`src/rtl/fifo_drain_ctrl.sv`:
```
// Purpose: read-side controller draining one FRAME_LEN-sample frame from the ADC sample FIFO into a valid/ready stream for the FIR.
// Latency: start sampled at E0, FIFO read in the next cycle, first m_valid_o after E2 (2 cycles); 1 sample/cycle sustained.
// Backpressure: m_ready_i reaches fifo_rd_en_o combinationally; a 2-entry buffer plus the in-flight read never exceed 2 samples.
//
// Ports:
//   clk_i, rst_i                 clock, asynchronous active-low reset
//   start_i, abort_i             frame request (IDLE only) / cancel current frame
//   fifo_dout_i, fifo_empty_i    FIFO read data (valid the cycle after the strobe) and empty flag
//   fifo_rd_en_o                 FIFO read strobe (combinational)
//   m_data_o, m_valid_o, m_ready_i  sample stream to the FIR; data forced to 0 when not valid
//   busy_o, done_o               not-IDLE / one-cycle frame-complete pulse
//   count_o, underrun_o          samples handed off this frame / sticky starvation flag
module fifo_drain_ctrl #(
    parameter int DATA_W    = 16,
    parameter int FRAME_LEN = 1024,
    parameter int CNT_W     = 11
) (
    input  logic              clk_i,
    input  logic              rst_i,
    input  logic              start_i,
    input  logic              abort_i,
    input  logic [DATA_W-1:0] fifo_dout_i,
    input  logic              fifo_empty_i,
    output logic              fifo_rd_en_o,
    output logic [DATA_W-1:0] m_data_o,
    output logic              m_valid_o,
    input  logic              m_ready_i,
    output logic              busy_o,
    output logic              done_o,
    output logic [CNT_W-1:0]  count_o,
    output logic              underrun_o
);

    localparam logic [1:0] ST_IDLE  = 2'd0;
    localparam logic [1:0] ST_RUN   = 2'd1;
    localparam logic [1:0] ST_DRAIN = 2'd2;

    localparam logic [CNT_W-1:0] LAST = CNT_W'(FRAME_LEN);

    logic [1:0]        state;
    logic [CNT_W-1:0]  issued;
    logic [CNT_W-1:0]  count_q;
    logic [1:0]        occ;
    logic              inflight;
    logic [DATA_W-1:0] buf0;
    logic [DATA_W-1:0] buf1;
    logic              done_q;
    logic              underrun_q;

    logic run;
    logic pop;
    logic room;
    logic frame_end;

    assign run       = (state == ST_RUN);
    assign m_valid_o = (occ != 2'd0);
    assign m_data_o  = m_valid_o ? buf0 : '0;
    assign pop       = m_valid_o & m_ready_i;

    // A new read is allowed only if, after this cycle's pop, the buffer can
    // still hold every sample already requested plus the one issued now.
    assign room = ({1'b0, occ} + {2'b00, inflight}) < (3'd2 + {2'b00, pop});

    assign fifo_rd_en_o = run & ~fifo_empty_i & (issued < LAST) & room;

    assign frame_end = run & pop & ((count_q + CNT_W'(1)) == LAST);

    assign busy_o     = (state != ST_IDLE);
    assign done_o     = done_q;
    assign count_o    = count_q;
    assign underrun_o = underrun_q;

    // Control state, counters and status flags.
    always_ff @(posedge clk_i or negedge rst_i) begin
        if (!rst_i) begin
            state      <= ST_IDLE;
            issued     <= '0;
            count_q    <= '0;
            inflight   <= 1'b0;
            done_q     <= 1'b0;
            underrun_q <= 1'b0;
        end else begin
            done_q   <= 1'b0;
            inflight <= fifo_rd_en_o;
            case (state)
                ST_IDLE: begin
                    if (start_i && !abort_i) begin
                        state      <= ST_RUN;
                        issued     <= '0;
                        count_q    <= '0;
                        underrun_q <= 1'b0;
                    end
                end
                ST_RUN: begin
                    if (fifo_rd_en_o) begin
                        issued <= issued + CNT_W'(1);
                    end
                    if (pop) begin
                        count_q <= count_q + CNT_W'(1);
                    end
                    // Starved: nothing buffered, nothing on its way, and the
                    // FIFO cannot supply the samples still owed.
                    if (fifo_empty_i && (issued < LAST) && (occ == 2'd0) && !inflight) begin
                        underrun_q <= 1'b1;
                    end
                    // The final handshake completes the frame even if abort
                    // arrives in the same cycle.
                    if (frame_end) begin
                        state  <= ST_IDLE;
                        done_q <= 1'b1;
                    end else if (abort_i) begin
                        state <= ST_DRAIN;
                    end
                end
                ST_DRAIN: begin
                    // One cycle lets a read issued in the abort cycle land
                    // here, where it is dropped.
                    state <= ST_IDLE;
                end
                default: begin
                    state <= ST_IDLE;
                end
            endcase
        end
    end

    // Two-entry output buffer; buf0 is the head. FIFO data is written the
    // cycle after its strobe (inflight) and only while running.
    always_ff @(posedge clk_i or negedge rst_i) begin
        if (!rst_i) begin
            occ  <= 2'd0;
            buf0 <= '0;
            buf1 <= '0;
        end else if (!run || abort_i) begin
            occ <= 2'd0;
        end else begin
            case ({inflight, pop})
                2'b10: begin
                    if (occ == 2'd0) begin
                        buf0 <= fifo_dout_i;
                    end else begin
                        buf1 <= fifo_dout_i;
                    end
                    occ <= occ + 2'd1;
                end
                2'b01: begin
                    buf0 <= buf1;
                    occ  <= occ - 2'd1;
                end
                2'b11: begin
                    if (occ == 2'd1) begin
                        buf0 <= fifo_dout_i;
                    end else begin
                        buf0 <= buf1;
                        buf1 <= fifo_dout_i;
                    end
                end
                default: begin
                end
            endcase
        end
    end

endmodule

```
`config.mk`:
```
export PLATFORM = sky130hd
export DESIGN_NAME = fifo_drain_ctrl
export DESIGN_NICKNAME = d
export VERILOG_FILES = /design/src/rtl/fifo_drain_ctrl.sv
export SDC_FILE = /design/constraint.sdc
export NUM_CORES = 1
export LEC_CHECK = 0
export ABC_CLOCK_PERIOD_IN_PS = 5000
export BUFFER_PORTS_ARGS = -buffer_cell sky130_fd_sc_hd__buf_2
export CORE_MARGIN = 2
export CORE_UTILIZATION = 55
export DETAILED_ROUTE_END_ITERATION = 12
export GPL_TIMING_DRIVEN = 1
export PLACE_DENSITY_LB_ADDON = 0.12
export SYNTH_ARGS = -nofsm -noshare
export SYNTH_HDL_FRONTEND = slang
export SYNTH_SLANG_ARGS = --single-unit
```
`constraint.sdc`:
```
create_clock -name clk_i -period 5 [get_ports clk_i]
set_clock_uncertainty 0.15 [all_clocks]
set_input_delay 0.5 -clock clk_i [delete_from_list [all_inputs] [get_ports clk_i]]
set_output_delay 0.5 -clock clk_i [all_outputs]
set_load 0.005 [all_outputs]
```
Word level (Yosys, flattened, before mapping)
Index checks and enable logic that the tools add are counted.
- output and inout port bits: 32
- memories kept: 0
- bits in read-only memories: 0
- bits in latches: 0
- bits in writable memories: 0
- register bits: 61
- add/sub/neg operators: 6
- mux-type cells: 23
- shifts and indexed selects: 0
- bitwise gates (word level): 8
- reductions and logical operators: 22
- divide/modulo/power cells: 0
- magnitude comparators: 2
- multipliers: 0
- equality and inequality tests: 14
- operator list (operator ; number):
    $mux 16 ; 5
    $pmux 16 s3 ; 1
    $pmux 11 s2 ; 2
    $mux 11 ; 3
    $pmux 16 s2 ; 1
    $add 11x1->11 const B ; 2
    $reduce_and 3->1 ; 4
    $eq 11x11->1 const B ; 1
    $lt 11x11->1 const B ; 1
    $ne 2x2->1 const B ; 5
    $mux 2 ; 4
    $pmux 2 s2 ; 2
    $reduce_bool 2->1 ; 4
    $and 1x1->1 ; 6
    $eq 2x1->1 const B ; 3
    $reduce_bool 3->1 ; 2
    $eq 2x2->1 const B ; 2
    $logic_and 1x1->1 ; 4
    $logic_not 2->1 ; 2
    $mux 1 ; 4
    $ne 2x1->1 const B ; 2
    $reduce_and 4->1 ; 1
    $add 2x1->3 ; 1
    $add 2x1->3 const A ; 1
    other kinds (9) ; 12

Longest topological paths before layout
- word-level depth: 7
- depth in mapped cells: 9
- gate-level depth less buffers: 8

Worst setup path after synthesis
No wires, ideal clock.
- kind: reg-to-reg
- from: register inflight
- to: register issued[9]
- slack: 2657 ps
- period minus slack after synthesis: 2343 ps
- arrival: 2064 ps
- buffers on the path: 1
- stages on the path, launching flop included: 8
- cells stage by stage: dfrtp_1 > ha_1 > or3b_1 > a2111o_1 > buf_6 > nor4b_4 > xnor2_1 > nor2_2
- word-level cells in the longest chain between the ends: 5
- ends and longest elaborated chain (element ; line ; RTL):
    start, declared ; 44 ; logic inflight;
    start signal, assigned ; 84 ; inflight <= fifo_rd_en_o;
    $add 2x1->3 ; 62 ; assign room = ({1'b0, occ} + {2'b00, inflight}) < (3'd2 + {2'b00, pop});
    $lt 3x3->1 ; 62 ;
    $and 1x1->1 ; 64 ; assign fifo_rd_en_o = run & ~fifo_empty_i & (issued < LAST) & room;
    $ne 2x2->1 (no source line) ; - ;
    $reduce_and 3->1 (no source line) ; - ;
    end signal, assigned ; 96 ; issued <= issued + CNT_W'(1);
    end, declared ; 41 ; logic [CNT_W-1:0] issued;
No other way between the ends.
A chain may end at the register's enable or synchronous reset.

Worst setup path after layout
- from: register occ[0]
- to: output fifo_rd_en_o
- word-level cells in the longest chain between the ends: 5
- elaborated cells between the ends (all ways): 6
- ends and longest elaborated chain (element ; line ; RTL):
    start, declared ; 43 ; logic [1:0] occ;
    start signal, assigned ; 144 ; occ <= occ + 2'd1;
    start signal, assigned ; 148 ; occ <= occ - 2'd1;
    $reduce_bool 2->1 ; 56 ; assign m_valid_o = (occ != 2'd0);
    $and 1x1->1 ; 58 ; assign pop = m_valid_o & m_ready_i;
    $add 2x1->3 ; 62 ;
    $lt 3x3->1 * ; 62 ;
    $and 1x1->1 * ; 64 ;
    end, declared ; 24 ; output logic fifo_rd_en_o,
Every way passes the cells marked *; elsewhere a longest branch is shown, timed or not.

==> qor.csv <==
stage,metric,value,unit
status,outcome,completed,
synthesis,#FFs+latches synth,61,
timing,"Hold Vio Cnt, Final",0,
power_and_ir_drop,maximum vdd drop,0.000140,V
placed_design,PortBufs,53,
timing,actual slew at the worst max-slew pin,0.962,ns
global_routing,total grt overflow,0,
setup_path,r2r setup slk,2.03,ns
floorplanning,row count,27,
setup_path,CP Data Arrival Time,2.67,ns
routing,via count,2367,
timing,fin crit period,3.32,ns
routing,Routed wire per std cell,14.3,um
global_routing,busiest grt layer,met2,
setup_path,Setup CP Type,flip-flop to primary output,
synthesis,cell area after synthesis,0.00310,sq mm
floorplanning,core area,0.00547,sq mm
synthesis,"Warnings, synthesis",0,
floorplanning,die height,79.0,um
setup_path,CP bufs+invs,3,
routing,DRT Wirelength,6160,um
power_and_ir_drop,Cell Pwr Density,326,mW/mm^2
floorplanning,starting density of the core,56.6,%
global_routing,largest net degree at the start of global routing,62,
finish,most frequent cells in the layout,"dfrtp_1 (61), buf_2 (53), nor2_1 (35)",
global_routing,met3 Resource Use GR,3.52,%
setup_path,WP data required,4.35,ns
setup_path,critical path's top delay family,compound AO/OA/AOI/OAI gates,
global_routing,first-pass GRT wire length,10400,um
timing,post-route setup TNS,0,ns
clock_network,clock latency on the worst-skew pair,0.34,ns
setup_path,CP max stage delay,0.61,ns
synthesis,syn_nets,331,
timing,"Slew Viols, Final",0,
synthesis,top_reg_cell synth,dfrtp_1,
clock_network,clock sinks,61,
routing,DRC errors left,0,
setup_path,slowest CP cell,a2111o_1,
finish,post-layout util,65.4,%
timing,Slew headroom,35.5,%
finish,Layout Cells excl Fill,431,
floorplanning,IO Count,54,
clock_network,Resize count post-CTS,0,
placed_design,RePlAce Congestion,0.761,
floorplanning,Die W,79.0,um
finish,post-layout instance area,0.00358,sq mm
job,max_cap viols,0,
setup_path,Setup crit end kind,primary output,
synthesis,synthesized area per cell,10.2,sq um
synthesis,sequential area share after synthesis,49.3,%
timing,Max Clk Rate,301,MHz
floorplanning,die area,0.00624,sq mm
setup_path,worst setup path start,occ[0]$_DFFE_PN0P_,
clock_network,CTS tree,done,
placed_design,cell area after placement,0.00341,sq mm
setup_path,Critical Path Fanout Max,22,
timing,Tcrit/Tclk final,66.4,%
synthesis,"EDFF count, synth",0,
synthesis,async set-reset flop share out of synthesis,100,%
power_and_ir_drop,Pleak,1.88,nW
finish,Area Growth Syn to Fin,15.6,%
finish,share of layout cells above drive strength 1,25.9,%
placed_design,dpl cells,415,
clock_network,Root Driver,clkbuf_8,
setup_path,CP Launch Type,flip-flop,
timing,# setup viols final,0,
global_routing,met2 Usage GRT,34.0,%
finish,n_diodes,0,
setup_path,R2R Path End,buf0[6]$_DFFE_PN0P_,
global_routing,initial antenna violation count,0,
clock_network,clock tree buffer depth,2,
routing,post-route ant nets,0,
timing,RSZ-0062 raised after global routing,false,
setup_path,crit-path cells,"inv_1, ha_1, or3b_1, a2111o_1, inv_2, buf_2",
clock_network,CTS H-tree depth,3,
global_routing,GRT Resource Usage Total,21.3,%
setup_path,RR Startpoint,occ[1]$_DFFE_PN0P_,
global_routing,number of global-route vias before repair,2256,
clock_network,CTS Buf Count,9,
global_routing,met1 usage in global routing,28.2,%
clock_network,cts hold-fix bufs,0,
synthesis,count of cell types in the netlist,46,
clock_network,clock-pin slew on the worst setup and hold paths,0.06,ns
setup_path,R2R cell count,6,
finish,# nets final,383,
timing,Hold WS,0.166,ns
finish,most common library cell in the layout ignoring fill and taps,dfrtp_1,
routing,Detailed Routing Iterations Pass 1,4,
routing,DR iter-0 viols,135,
placed_design,dpl hpwl,4060,um
worst_hold_path,HP Class,input pin to asynchronous set/reset pin,
routing,vias per cell,5.49,
synthesis,Cells after Synth,302,
clock_network,postcts setup bufs,0,
==> logic make-up (layout without fill, tap and decap cells) <==
| kind of cell | count (synthesis) | after routing | synth area share, % |
|---|---|---|---|
| AO/OA/AOI/OAI | 57 | 57 | 10.8 |
| XOR/XNOR | 12 | 12 | 3.40 |
| adder cells (fa/ha/maj) | 7 | 7 | 2.83 |
| buffers and inverters | 20 | 77 | 2.87 |
| flip-flops | 61 | 61 | 49.3 |
| multiplexers | 33 | 33 | 11.3 |
| AND/OR/NAND/NOR | 112 | 112 | 19.5 |
==> where the power goes <==
part           internal (mW)  switching, mW
clock                  0.207          0.178
combinational         0.0825         0.0805
sequential             0.573         0.0435
==> registers in the layout, summed over array words and instances (netlist names), 2 cells and up <==
name,count
state,2
occ,2
count_o,11
buf1,16
issued,11
buf0,16
==> cell type report <==
| type | instances | area (sq um) |
|---|---|---|
| multi-input combinational | 221 | 1480 |
| tap | 72 | 90.1 |
| sequential | 61 | 1530 |
| clock inverter | 1 | 5.00 |
| timing repair buffer | 56 | 288 |
| fill | 467 | 1890 |
| inverter | 5 | 18.8 |
| clock buffer | 15 | 166 |
==> worst max-delay path by stage <==
stage | to | cells past startpoint
finish | fifo_rd_en_o | 6
global route | fifo_rd_en_o | 6
CTS | fifo_rd_en_o | 6
detailed placement | buf0[6]$_DFFE_PN0P_ | 6
global placement | fifo_rd_en_o | 6
floorplan | fifo_rd_en_o | 5
==> routing by layer <==
| layer | vias to the layer above | routed length, um |
|---|---|---|
| met5 | - | 0 |
| met3 | 15 | 239 |
| li1 | 1156 | - |
| met1 | 1140 | 2850 |
| met2 | 56 | 2930 |
| met4 | 0 | 144 |
==> synthesized netlist by cell type (2+ instances only) <==
| library cell | instances | share of area, % |
|---|---|---|
| a21o_1 | 2 | 0.48 |
| a21oi_1 | 23 | 3.7 |
| and2_1 | 3 | 0.61 |
| and3_1 | 5 | 1.0 |
| buf_2 | 5 | 0.81 |
| clkbuf_1 | 9 | 1.1 |
| dfrtp_1 | 61 | 49 |
| ha_1 | 7 | 2.8 |
| inv_1 | 4 | 0.48 |
| mux2_2 | 16 | 5.8 |
| mux2i_1 | 17 | 5.5 |
| nand2_1 | 21 | 2.5 |
| nand3_1 | 11 | 1.8 |
| nand4_1 | 2 | 0.40 |
| nor2_1 | 35 | 4.2 |
| nor2b_1 | 16 | 3.2 |
| nor3b_1 | 2 | 0.48 |
| o21ai_0 | 18 | 2.9 |
| o31ai_1 | 4 | 0.97 |
| or3b_1 | 2 | 0.57 |
| or3b_2 | 3 | 0.85 |
| or4_1 | 2 | 0.48 |
| xnor2_1 | 9 | 2.5 |
| xor2_1 | 3 | 0.85 |
==> metrics by stage <==
| step | worst slack (ns) | total power [mW] |
|---|---|---|
| floorplan | 2.66 | 0.731 |
| global placement | 2.07 | 0.778 |
| detailed placement | 2.00 | 0.791 |
| CTS | 1.67 | 1.18 |
| global route | 1.54 | 1.23 |
| finish | 1.68 | 1.16 |
No activity file was read; power rests on OpenSTA's default activity.
